===== src/rtl/tx_pause_gen.sv =====
// tx_pause_gen
// Inserts 802.3x PAUSE frames (XOFF with configured quanta, XON with quanta 0)
// between user frames on the 64-bit AXIS path ahead of the TX framer. The FCS
// is appended downstream, so frames are 60 bytes over 8 beats.
//
// State table:
//   S_IDLE  | between frames; passes user traffic unless a pause frame launches
//   S_USER  | inside a user frame; pure pass-through until its tlast beat
//   S_PAUSE | emitting the 8-beat pause frame, user stream held off
//
// Ports:
//   clk, rst                 clock, synchronous active-high reset
//   s_t*                     user frame stream in (s_tready out)
//   m_t*                     merged stream to the TX MAC (m_tready in)
//   xoff_req                 level request to pause the link partner
//   cfg_tx_pause_enable      generation enable
//   cfg_src_mac              source address, [47:40] first on the wire
//   cfg_pause_quanta         quanta carried by XOFF frames
//   cfg_refresh_count        cycles between XOFF refreshes, 0 = no refresh
//   pause_sent               pulse after a pause frame's last beat is accepted
//   xoff_active              high from XOFF completion until XON completion
module tx_pause_gen (
  input  logic        clk,
  input  logic        rst,
  input  logic [63:0] s_tdata,
  input  logic [7:0]  s_tkeep,
  input  logic        s_tvalid,
  input  logic        s_tlast,
  output logic        s_tready,
  output logic [63:0] m_tdata,
  output logic [7:0]  m_tkeep,
  output logic        m_tvalid,
  output logic        m_tlast,
  input  logic        m_tready,
  input  logic        xoff_req,
  input  logic        cfg_tx_pause_enable,
  input  logic [47:0] cfg_src_mac,
  input  logic [15:0] cfg_pause_quanta,
  input  logic [15:0] cfg_refresh_count,
  output logic        pause_sent,
  output logic        xoff_active
);

  typedef enum logic [1:0] {S_IDLE, S_USER, S_PAUSE} state_t;

  state_t      state_q;
  logic [2:0]  beat_q;
  logic        req_q;
  logic        xoff_pend_q;
  logic        xon_pend_q;
  logic        xoff_active_q;
  logic        pause_sent_q;
  logic        is_xon_q;
  logic [15:0] quanta_q;
  logic [15:0] timer_q;

  logic        req_rise;
  logic        req_fall;
  logic        refresh_run;
  logic        refresh_hit;
  logic        frame_done;
  logic        xoff_active_d;
  logic        xoff_pend_d;
  logic        xon_pend_d;
  logic        start;
  logic        launch;
  logic [63:0] pause_data;
  logic [7:0]  pause_keep;

  assign req_rise    = xoff_req & ~req_q;
  assign req_fall    = ~xoff_req & req_q;
  assign refresh_run = xoff_req & xoff_active_q & (cfg_refresh_count != 16'h0000);
  assign refresh_hit = refresh_run & (timer_q == 16'd1);
  assign frame_done  = (state_q == S_PAUSE) & m_tready & (beat_q == 3'd7);

  assign xoff_active_d = frame_done ? ~is_xon_q : xoff_active_q;

  // Pending flags after this cycle's events; later events override earlier ones.
  always_comb begin
    xoff_pend_d = xoff_pend_q;
    xon_pend_d  = xon_pend_q;
    if (frame_done) begin
      if (is_xon_q) xon_pend_d  = 1'b0;
      else          xoff_pend_d = 1'b0;
    end
    if (refresh_hit) xoff_pend_d = 1'b1;
    if (req_rise) begin
      xoff_pend_d = 1'b1;
      xon_pend_d  = 1'b0;
    end
    if (req_fall) begin
      xoff_pend_d = 1'b0;
      xon_pend_d  = xoff_active_d;
    end
  end

  // A frame launches only if something was pending and is not being cancelled
  // this very cycle, so a one-cycle xoff_req pulse produces nothing.
  assign start  = cfg_tx_pause_enable & (xoff_pend_q | xon_pend_q) & (xoff_pend_d | xon_pend_d);
  assign launch = start & ((state_q == S_IDLE) |
                  ((state_q == S_USER) & s_tvalid & m_tready & s_tlast));

  always_comb begin
    pause_data = 64'h0;
    case (beat_q)
      3'd0: pause_data = {cfg_src_mac[39:32], cfg_src_mac[47:40], 48'h0100_00C2_8001};
      3'd1: pause_data = {32'h0100_0888, cfg_src_mac[7:0], cfg_src_mac[15:8],
                          cfg_src_mac[23:16], cfg_src_mac[31:24]};
      3'd2: pause_data = {48'h0, quanta_q[7:0], quanta_q[15:8]};
      default: pause_data = 64'h0;
    endcase
    pause_keep = (beat_q == 3'd7) ? 8'h0F : 8'hFF;
  end

  always_comb begin
    m_tdata  = s_tdata;
    m_tkeep  = s_tkeep;
    m_tvalid = s_tvalid;
    m_tlast  = s_tlast;
    s_tready = m_tready;
    case (state_q)
      S_IDLE: begin
        if (start) begin
          m_tvalid = 1'b0;
          s_tready = 1'b0;
        end
      end
      S_PAUSE: begin
        m_tdata  = pause_data;
        m_tkeep  = pause_keep;
        m_tvalid = 1'b1;
        m_tlast  = (beat_q == 3'd7);
        s_tready = 1'b0;
      end
      default: ;
    endcase
    if (rst) begin
      m_tvalid = 1'b0;
      s_tready = 1'b0;
    end
  end

  always_ff @(posedge clk) begin
    if (rst) begin
      state_q       <= S_IDLE;
      beat_q        <= 3'd0;
      req_q         <= 1'b0;
      xoff_pend_q   <= 1'b0;
      xon_pend_q    <= 1'b0;
      xoff_active_q <= 1'b0;
      pause_sent_q  <= 1'b0;
      is_xon_q      <= 1'b0;
      quanta_q      <= 16'h0000;
      timer_q       <= 16'h0000;
    end else begin
      req_q         <= xoff_req;
      pause_sent_q  <= frame_done;
      xoff_active_q <= xoff_active_d;
      xoff_pend_q   <= cfg_tx_pause_enable & xoff_pend_d;
      xon_pend_q    <= cfg_tx_pause_enable & xon_pend_d;

      if (!cfg_tx_pause_enable)           timer_q <= 16'h0000;
      else if (frame_done && !is_xon_q)   timer_q <= cfg_refresh_count;
      else if (refresh_hit)               timer_q <= 16'h0000;
      else if (refresh_run && timer_q != 16'h0000) timer_q <= timer_q - 16'd1;

      if (launch) begin
        state_q  <= S_PAUSE;
        beat_q   <= 3'd0;
        is_xon_q <= xon_pend_d;
        quanta_q <= xon_pend_d ? 16'h0000 : cfg_pause_quanta;
      end else begin
        case (state_q)
          S_IDLE:  if (s_tvalid && m_tready && !s_tlast) state_q <= S_USER;
          S_USER:  if (s_tvalid && m_tready && s_tlast)  state_q <= S_IDLE;
          S_PAUSE: begin
            if (m_tready) begin
              beat_q <= beat_q + 3'd1;
              if (beat_q == 3'd7) state_q <= S_IDLE;
            end
          end
          default: state_q <= S_IDLE;
        endcase
      end
    end
  end

  assign pause_sent  = pause_sent_q;
  assign xoff_active = xoff_active_q;

endmodule


===== config.mk =====
export PLATFORM = sky130hd
export DESIGN_NAME = tx_pause_gen
export DESIGN_NICKNAME = d
export VERILOG_FILES = /design/src/rtl/tx_pause_gen.sv
export SDC_FILE = /design/constraint.sdc
export NUM_CORES = 1
export LEC_CHECK = 0
export ABC_AREA = 1
export BUFFER_PORTS_ARGS = -buffer_cell sky130_fd_sc_hd__buf_2
export CAP_MARGIN = 10
export CORE_UTILIZATION = 43
export DETAILED_ROUTE_END_ITERATION = 8
export HOLD_SLACK_MARGIN = 0.08
export PLACE_DENSITY = 0.82
export SYNTH_ARGS = -nofsm -noshare
export SYNTH_HDL_FRONTEND = slang
export SYNTH_SLANG_ARGS = --single-unit

===== constraint.sdc =====
create_clock -name clk -period 2.63 [get_ports clk]
set_clock_uncertainty 0.1 [all_clocks]
set_input_delay 0.789 -clock clk [delete_from_list [all_inputs] [get_ports clk]]
set_output_delay 0.789 -clock clk [all_outputs]
set_load 0.05 [all_outputs]

-- Word-level counts from Yosys, hierarchy flattened
Cells that the tools add are included.
- bits in registers: 43
- output and inout port bits: 77
- word-level logic and storage cells: 97
- $add $sub $neg: 2
- equal/unequal tests: 14
- muxes and demuxes: 31
- bitwise gates (word level): 22
- reduce and logical (&&, ||, !) cells: 17
- operators with widths (kind ; number):
    $pmux W64 S3 ; 1
    $mux W16 ; 4
    $mux W64 ; 1
    $reduce_bool A16 Y1 ; 2
    $eq A16 B1 Y1 const B ; 1
    $mux W8 ; 2
    $sub A16 B1 Y16 const B ; 1
    $and A1 B1 Y1 ; 15
    $mux W1 ; 15
    $mux W2 ; 5
    $ne A3 B2 Y1 const B ; 3
    $reduce_and A4 Y1 ; 2
    $ne A2 B1 Y1 const B ; 3
    $pmux W2 S3 ; 1
    $logic_and A1 B1 Y1 ; 5
    $not A1 Y1 ; 4
    $pmux W1 S2 ; 2
    $reduce_or A2 Y1 ; 2
    $add A3 B1 Y3 const B ; 1
    $eq A3 B1 Y1 const B ; 1
    $eq A3 B2 Y1 const B ; 1
    $eq A3 B3 Y1 const B ; 1
    $logic_not A3 Y1 ; 1
    $ne A3 B3 Y1 const B ; 1
    8 further kinds ; 11

-- Depth between registers and ports, before layout
Gate-level depths: netlist of run 1.
- depth after elaboration: 12
- mapped depth: 14
- gate-level depth less buffers: 14

-- Least setup slack after synthesis of run 1
OpenSTA, ideal clock, no wires.
- path kind: register -> output
- from: register beat_q[0]
- to: output port m_tdata[57]
- arrival time: 2.096 ns
- slack: -0.355 ns
- stages on the path, launching flop included: 6
- buffers on the path: 1
- path through: dfxtp_1 > inv_1 > ha_1 > nand3_1 > clkbuf_1 > o21ai_0
- word-level cells in the longest chain between the ends: 3
- RTL lines (what ; line ; source):
    start: declaration ; 47 ; logic [2:0] beat_q;
    start signal: assignment ; 178 ; beat_q <= beat_q + 3'd1;
    $eq A3 B2 Y1 (tied with other cells) ; 105 ; case (beat_q)
    $pmux W64 S3 * ; 105 ;
    $mux W64 * ; 121 ; case (state_q)
    end: declaration ; 30 ; output logic [63:0] m_tdata,
Mark *: on every way between the ends. The rest lies on a longest branch, timed or not.

-- Final worst setup path of run 1
- from: input port cfg_refresh_count[14]
- to: output port s_tready
- word-level cells in the longest chain between the ends: 11
- RTL lines (what ; line ; source):
    start: declaration ; 39 ; input logic [15:0] cfg_refresh_count,
    $reduce_bool A16 Y1 ; 72 ; assign refresh_run = xoff_req & xoff_active_q & (cfg_refresh_count != 16'h0000);
    $and A1 B1 Y1 ; 72 ;
    $and A1 B1 Y1 ; 73 ; assign refresh_hit = refresh_run & (timer_q == 16'd1);
    $mux W1 ; 86 ; if (refresh_hit) xoff_pend_d = 1'b1;
    $mux W1 ; 87 ; if (req_rise) begin
    $mux W1 ; 91 ; if (req_fall) begin
    $or A1 B1 Y1 ; 99 ; assign start = cfg_tx_pause_enable & (xoff_pend_q | xon_pend_q) & (xoff_pend_d | xon_pend_d);
    $and A1 B1 Y1 ; 99 ;
    $mux W1 ; 123 ; if (start) begin
    $pmux W1 S2 ; 121 ;
    $mux W1 ; 137 ; if (rst) begin
    end: declaration ; 29 ; output logic s_tready,
Every way passes these cells.

==> results of run 1 <==
==> power groups by stage <==
stage | Sequential (mW) | Clock (mW) | Combinational [mW]
after floorplan | 0.679 | 0 | 0.531
after global placement | 0.680 | 0 | 0.809
after detailed placement | 0.680 | 0 | 0.817
after CTS | 0.666 | 0.457 | 0.904
after global routing | 0.668 | 0.482 | 1.07
final | 0.667 | 0.457 | 1.02
==> final timing paths <==
check / start / to / cells past startpoint
worst max-delay path: cfg_refresh_count[14] / s_tready / 13
worst min-delay path: quanta_q[7] / quanta_q[7] / 2
worst max register to register: beat_q[1] / is_xon_q / 17
worst min register to register: quanta_q[7] / quanta_q[7] / 2
==> worst min-delay path, stage by stage, from the launching register on <==
cell and delay, ns:
dfxtp_1 0.33, nand3_2 0.07, nand2_1 0.04
==> what timing repair did <==
item	CTS	global route
endpoints found under the hold margin	0	0
gates resized for setup	94	136
cloned	3	6
endpoints found under the setup margin	58	84
setup buffers	9	9
pin swaps	12	29
==> placed cells by master, fill, tap and decap left out, drive strengths merged <==
master	instances
clkinv	1
o22ai	3
diode	3
clkinvlp	3
xor2	11
nor2	102
nand3b	1
inv	84
dfxtp	43
ha	8
or2	5
nand4	2
a21oi	11
buf	285
clkbuf	12
nand2	212
o211ai	1
nor3	4
a22o	14
o21ai	45
xnor2	2
nand3	54
==> per-stage QoR <==
stage	TNS [ns]	utilization (%)	setup WS, ns
floorplan	-3.87	-	-0.355
global placement	-0.703	64.6	-0.354
detailed placement	-0.781	64.6	-0.406
CTS	-0.521	70.9	-0.216
global route	-2.64	77.8	-0.353
finish	-1.09	77.8	-0.263
==> flip-flops by register name, indices dropped and copies added, names as in the netlist, 2 cells and up <==
register	cells
quanta_q	16
timer_q	16
state_q	2
beat_q	3
==> area by class of cell <==
type | count | area (um^2) | share of cell area [%]
sequential | 43 | 871 | 14.2
inverter | 85 | 358 | 5.83
tap | 102 | 128 | 2.08
clock buffer | 5 | 68.8 | 1.12
multi-input combinational | 475 | 2570 | 42.0
timing repair buffer | 292 | 2110 | 34.3
antenna | 3 | 7.51 | 0.122
clock inverter | 3 | 23.8 | 0.387
==> kinds of logic (layout without fill, tap and decap cells) <==
| kind of cell | after synthesis | in the layout | synth area share, % |
|---|---|---|---|
| buffers and inverters | 112 | 385 | 12.6 |
| AO/OA/AOI/OAI | 74 | 74 | 12.3 |
| adder cells (fa/ha/maj) | 8 | 8 | 2.78 |
| other | 0 | 3 | 0 |
| AND/OR/NAND/NOR | 378 | 380 | 45.2 |
| XOR/XNOR | 13 | 13 | 3.17 |
| flip-flops | 43 | 43 | 23.9 |
==> per-layer routing <==
| metal | vias to the layer above | wire, um | track usage [%] |
|---|---|---|---|
| met5 | - | 0 | 0 |
| met2 | 268 | 7890 | 53.8 |
| met3 | 60 | 1440 | 8.05 |
| met1 | 2292 | 5700 | 35.7 |
| met4 | 0 | 683 | 15.3 |
| li1 | 2508 | - | - |
==> metrics.md, run 1 <==
| Metric | Value |
|---|---|
| Status | `complete, but fails checks` |
| Failing checks | `setup timing` |
| Yosys Warn Count | `0` |
| Critical Path RT | `1.74 ns` |
| Area Growth Syn to Fin | `70.7%` |
| Via/cell ratio | `slightly above 5` |
| Power per cell area | `approximately 350 nW/um^2` |
| Clock buffer depth | `2` |
| Cts bufs inserted | `5` |
| Biggest area consumer among synthesized cells | `dfxtp_1` |
| Final Instance Count excl. Fillers | `just over 1k` |
| F_max | `around 350 MHz` |
| Core area | `approximately 8000 um^2` |
| Tcrit/Tclk final | `110%` |
| Chip Height | `93.4 um` |
| Via count | `5128` |
| Crit path launch type | `primary input` |
| Slew HR | `roughly 50%` |
| RSZ-0062 raised after global routing | `true` |
| First-pass GRT wire length | `between 20000 and 25000 um` |
| Final Slew Violations | `0` |
| Clk sinks | `43` |
| Antenna violations before repair | `3` |
| CP Class | `in -> out` |
| Leak | `3.42 nW` |
| Worst hold path type | `reg -> reg` |
| Total gr overflow | `0` |
| Final setup viols | `16` |
| Clk_lat worst skew | `0.31 ns` |
| Mapped Area | `around 3600 um^2` |
| Drt drc | `0` |
| WP data arrival | `around 2.0 ns` |
| Worst path bufs/invs | `3` |
| Clock share of power | `a little over a fifth` |
| Worst-margin pin slew | `between 0.7 and 0.8 ns` |
| Max Cap Viol | `0` |
| Final hold viol count | `0` |
| Most frequent cell after synthesis | `nand2_1` |
| Total Routed Length | `between 15000 and 20000 um` |
| Synth top area share | `about a quarter` |
| Max stage delay on crit path | `0.14 ns` |
| R2R setup slack | `0.08 ns` |
| Cell Chain, Critical Path | `buf_2 > nor2_1 > nand2_2 > nor2_4 > nand2_2 > nand3_2 > nand2_2 > nand2_2 > nand2_2 > nand3_4 > nand2_4 > clkinvlp_4 > buf_8` |
| Synth Area per Inst | `around 5.7 um^2` |
| Synthesis-stage register bit count | `43` |
| Initial core utilization | `between 40% and 50%` |
| Worst Setup Slack, final | `-0.263 ns` |
| DIE AREA | `just under 9000 um^2` |
| Commonest cells post-synth | `nand2_1, nor2_1, inv_1` |
| VDD IR max | `about 0.23 mV` |
| Comb power frac | `a little under half` |
| Post-synth cell types | `33` |
| Final #Nets | `around 1.1k` |
| Switching share of power | `a little over two fifths` |
| DR iter-0 viols | `393` |
| Cell area after layout | `6140 um^2` |
| # fillers | `just under 600` |
| Placed insts | `between 900 and 1k` |
| Hold WS | `~0.38 ns` |
| Net Switching | `0.918 mW` |
| CTS tree | `yes` |
| CP Capture Type | `output pin` |
| CP delay by family, top | `simple AND/OR/NAND/NOR gates` |
| Power Internal | `~1.2 mW` |
| Syn nets | `about 800` |
| Clock slew at reported path FFs | `about 0.1 ns` |
| Worst path slowest cell | `buf_8` |
| GRT Util Overall | `a little under a third` |
| Die X | `93.4 um` |
| Final ANT Viol Nets | `0` |
| Root buffer cell | `clkbuf_8` |
| DR WL/cell | `~16 um` |
| Initial DRT Pass Iterations | `5` |
| Pin count of the biggest net entering global routing | `between 40 and 50` |
| Vias in the first global route | `approximately 4.4k` |
| DP HPWL | `10400 um` |
| Fin crit period | `roughly 2.9 ns` |
| Sequential Power Share | `between 30% and 40%` |
| Synth Instances | `628` |
| Top_reg_cell synth | `dfxtp_1` |
| Design Power | `2.15 mW` |
| Core Rows | `32` |
| Placed cell area | `about 5000 um^2` |
| H-tree level count | `2` |
| Post-synth EDFFs | `0` |
| Layout cells sized above 1 | `between 40% and 50%` |
| CP most frequent cell | `nand2_2` |
| Synth async-reset ratio | `0%` |
| Gp weighted congestion | `0.863` |
| # hold bufs at CTS | `0` |
| Critical Path Fanout Max | `2` |
| Register area share after synthesis | `between 20% and 30%` |
| Top-level port count | `approximately 240` |
| Port buffer count | `235` |
| Cells taking the most area after synthesis | `dfxtp_1, nand2_1, nor2_1` |
(Power assumes the default switching activity.)
==> run 2, diff against run 1 <==
clock period = 3 ns   (was 2.63 ns; I/O delays follow)
==> run 2 against run 1 <==
Flip-flop and latch count did not move. Critical endpoint is now m_tvalid. Non-clock buffer count is 27 lower. Highest routed layer unchanged. Clock power barely moved. Register-to-register slack improved by 0.74 ns. Sequential share of layout area grew 2.0 points. Die area did not move. The run still ends with setup timing left. Core utilization down 10 points. Setup slack gained 0.24 ns. Cell count is 2.9% lower. Via count fell by 8.6%.
==> metrics.md, run 2 (synthesis results as in run 1) <==
| Metric | Value |
|---|---|
| Status | `complete, but fails checks` |
| Failing checks | `setup timing` |
| Slew HR | `73.6%` |
| Gp weighted congestion | `0.930` |
| Root buffer cell | `clkbuf_8` |
| Antenna violations before repair | `2` |
| First-pass GRT wire length | `around 19000 um` |
| Fin util | `67.5%` |
| Chip Height | `between 90 and 100 um` |
| CTS tree | `yes` |
| Met3 Usage GRT | `under 10%` |
| Cell Chain, Critical Path | `buf_2 > nor2_2 > nand2_1 > nor2_2 > nand2_2 > nand3_2 > nand2_2 > nand2_2 > nand2_2 > nand3_4 > nand3_2 > nand2_2 > buf_8` |
| Area Growth Syn to Fin | `48.2%` |
| Critical Path RT | `about 2 ns` |
| Port buffer count | `235` |
| Commonest non-fill, non-tap cells in the layout | `buf_2, nand2_1, nor2_1` |
| Final ANT Viol Nets | `0` |
| Max Cap Viol | `0` |
| H-tree level count | `2` |
| Critical Path Fanout Max | `2` |
| Top flop regs | `quanta_q (16), timer_q (16), beat_q (3)` |
| Worst-margin pin slew | `approximately 0.40 ns` |
| Worst path slowest cell | `buf_8` |
| Total Routed Length | `roughly 13000 um` |
| Top-level port count | `between 200 and 250` |
| GRT Util Overall | `between 20% and 30%` |
| Setup TNS | `-0.0302 ns` |
| Power per cell area | `~330 nW/um^2` |
| Die X | `roughly 93 um` |
| Via/cell ratio | `about 4.8` |
| Met2 GRT Util | `roughly half` |
| RSZ-0062 raised after global routing | `true` |
| Layout cells sized above 1 | `37.9%` |
| Pin count of the biggest net entering global routing | `57` |
| Final hold viol count | `0` |
| CP Capture Type | `output pin` |
| Crit path launch type | `primary input` |
| WP data arrival | `2.02 ns` |
| GR Util met1 | `33.3%` |
| Grt peak-use layer | `met2` |
| Leak | `3.13 nW` |
| F_max | `331 MHz` |
| Fin crit period | `about 3 ns` |
| CP most frequent cell | `nand2_2` |
| Clock buffer depth | `2` |
| Tcrit/Tclk final | `101%` |
| Drt drc | `0` |
| Clk sinks | `43` |
| Core area | `7890 um^2` |
| Max stage delay on crit path | `roughly 0.14 ns` |
| Most common cell after layout, fill and taps aside | `buf_2` |
| Final setup viols | `2` |
| Hold WS | `between 0.3 and 0.4 ns` |
| Core Rows | `32` |
| Final Instance Count excl. Fillers | `about 980` |
| Final Slew Violations | `0` |
| VDD IR max | `0.258 mV` |
| CP Class | `in -> out` |
| # hold bufs at CTS | `0` |
| DIE AREA | `8730 um^2` |
| FF/Latch Area | `roughly 860 um^2` |
| Cts bufs inserted | `5` |
| Initial DRT Pass Iterations | `5` |
| Clk_lat worst skew | `0.30 ns` |
| Via count | `~4.7k` |
| Initial core utilization | `45.6%` |
| DP HPWL | `a little over 10000 um` |
| Total gr overflow | `0` |
| DR iter-0 viols | `slightly below 300` |
| Placed insts | `slightly below 1k` |
| DR WL/cell | `~13 um` |
| Worst Setup Slack, final | `-0.0186 ns` |
| Design Power | `between 1.5 and 2 mW` |
| Vias in the first global route | `between 4k and 5k` |
| Clock slew at reported path FFs | `0.08 ns` |
| Final #Nets | `around 1.0k` |
| # fillers | `between 700 and 800` |
| Area of the multi-input gates | `2390 um^2` |
| Worst hold path type | `reg -> reg` |
## run 2: cell type report
type | instances | share of cell area (%)
Timing Repair Buffer | 265 | 28.0
Clock buffer | 5 | 1.29
Inverter | 85 | 6.22
Timing Repair inverter | 1 | 0.141
Tap cell | 102 | 2.40
Multi-Input combinational cell | 473 | 44.8
Sequential cell | 43 | 16.2
Clock inverter | 3 | 0.822
Antenna cell | 2 | 0.0939
## run 2: worst paths after layout
path                         from  slack [ns]  cells past startpoint     endpoint
min reg2reg           quanta_q[6]        0.37                      2  quanta_q[6]
min                   quanta_q[6]        0.37                      2  quanta_q[6]
max reg2reg             beat_q[1]        0.82                     11  timer_q[12]
max          cfg_refresh_count[6]       -0.02                     13     m_tvalid
## run 2: layer usage
metal / part of all wire, % / up-vias
met4: 3.2 / 0
met3: 8.2 / 36
met5: 0 / -
met1: 40 / 2024
li1: - / 2434
met2: 49 / 193
## run 2: worst max-delay path: cells and delay by family
family	cells	cell delay (ns)
simple gates	11	0.84
buf+inv	2	0.26
## run 2: per-stage QoR
stage / area [um^2] / worst slack [ns]
after floorplan: 3600 / -0.0958
after global placement: 4960 / -0.208
after detailed placement: 4960 / -0.226
after CTS: 5170 / -0.0558
after global routing: 5330 / -0.114
final: 5330 / -0.0186
## run 2: repair_timing
action                     in CTS  in global routing
setup endpoints to repair      20                 45
gates cloned                    0                  1
buffers inserted                2                  2
pin swaps                      11                 16
resized for setup              19                 39
## run 2: report_power, final
part | total (mW) | switching (mW) | internal (mW)
registers | 0.584 | 0.00594 | 0.578
logic | 0.731 | 0.506 | 0.226
clock network | 0.458 | 0.210 | 0.248
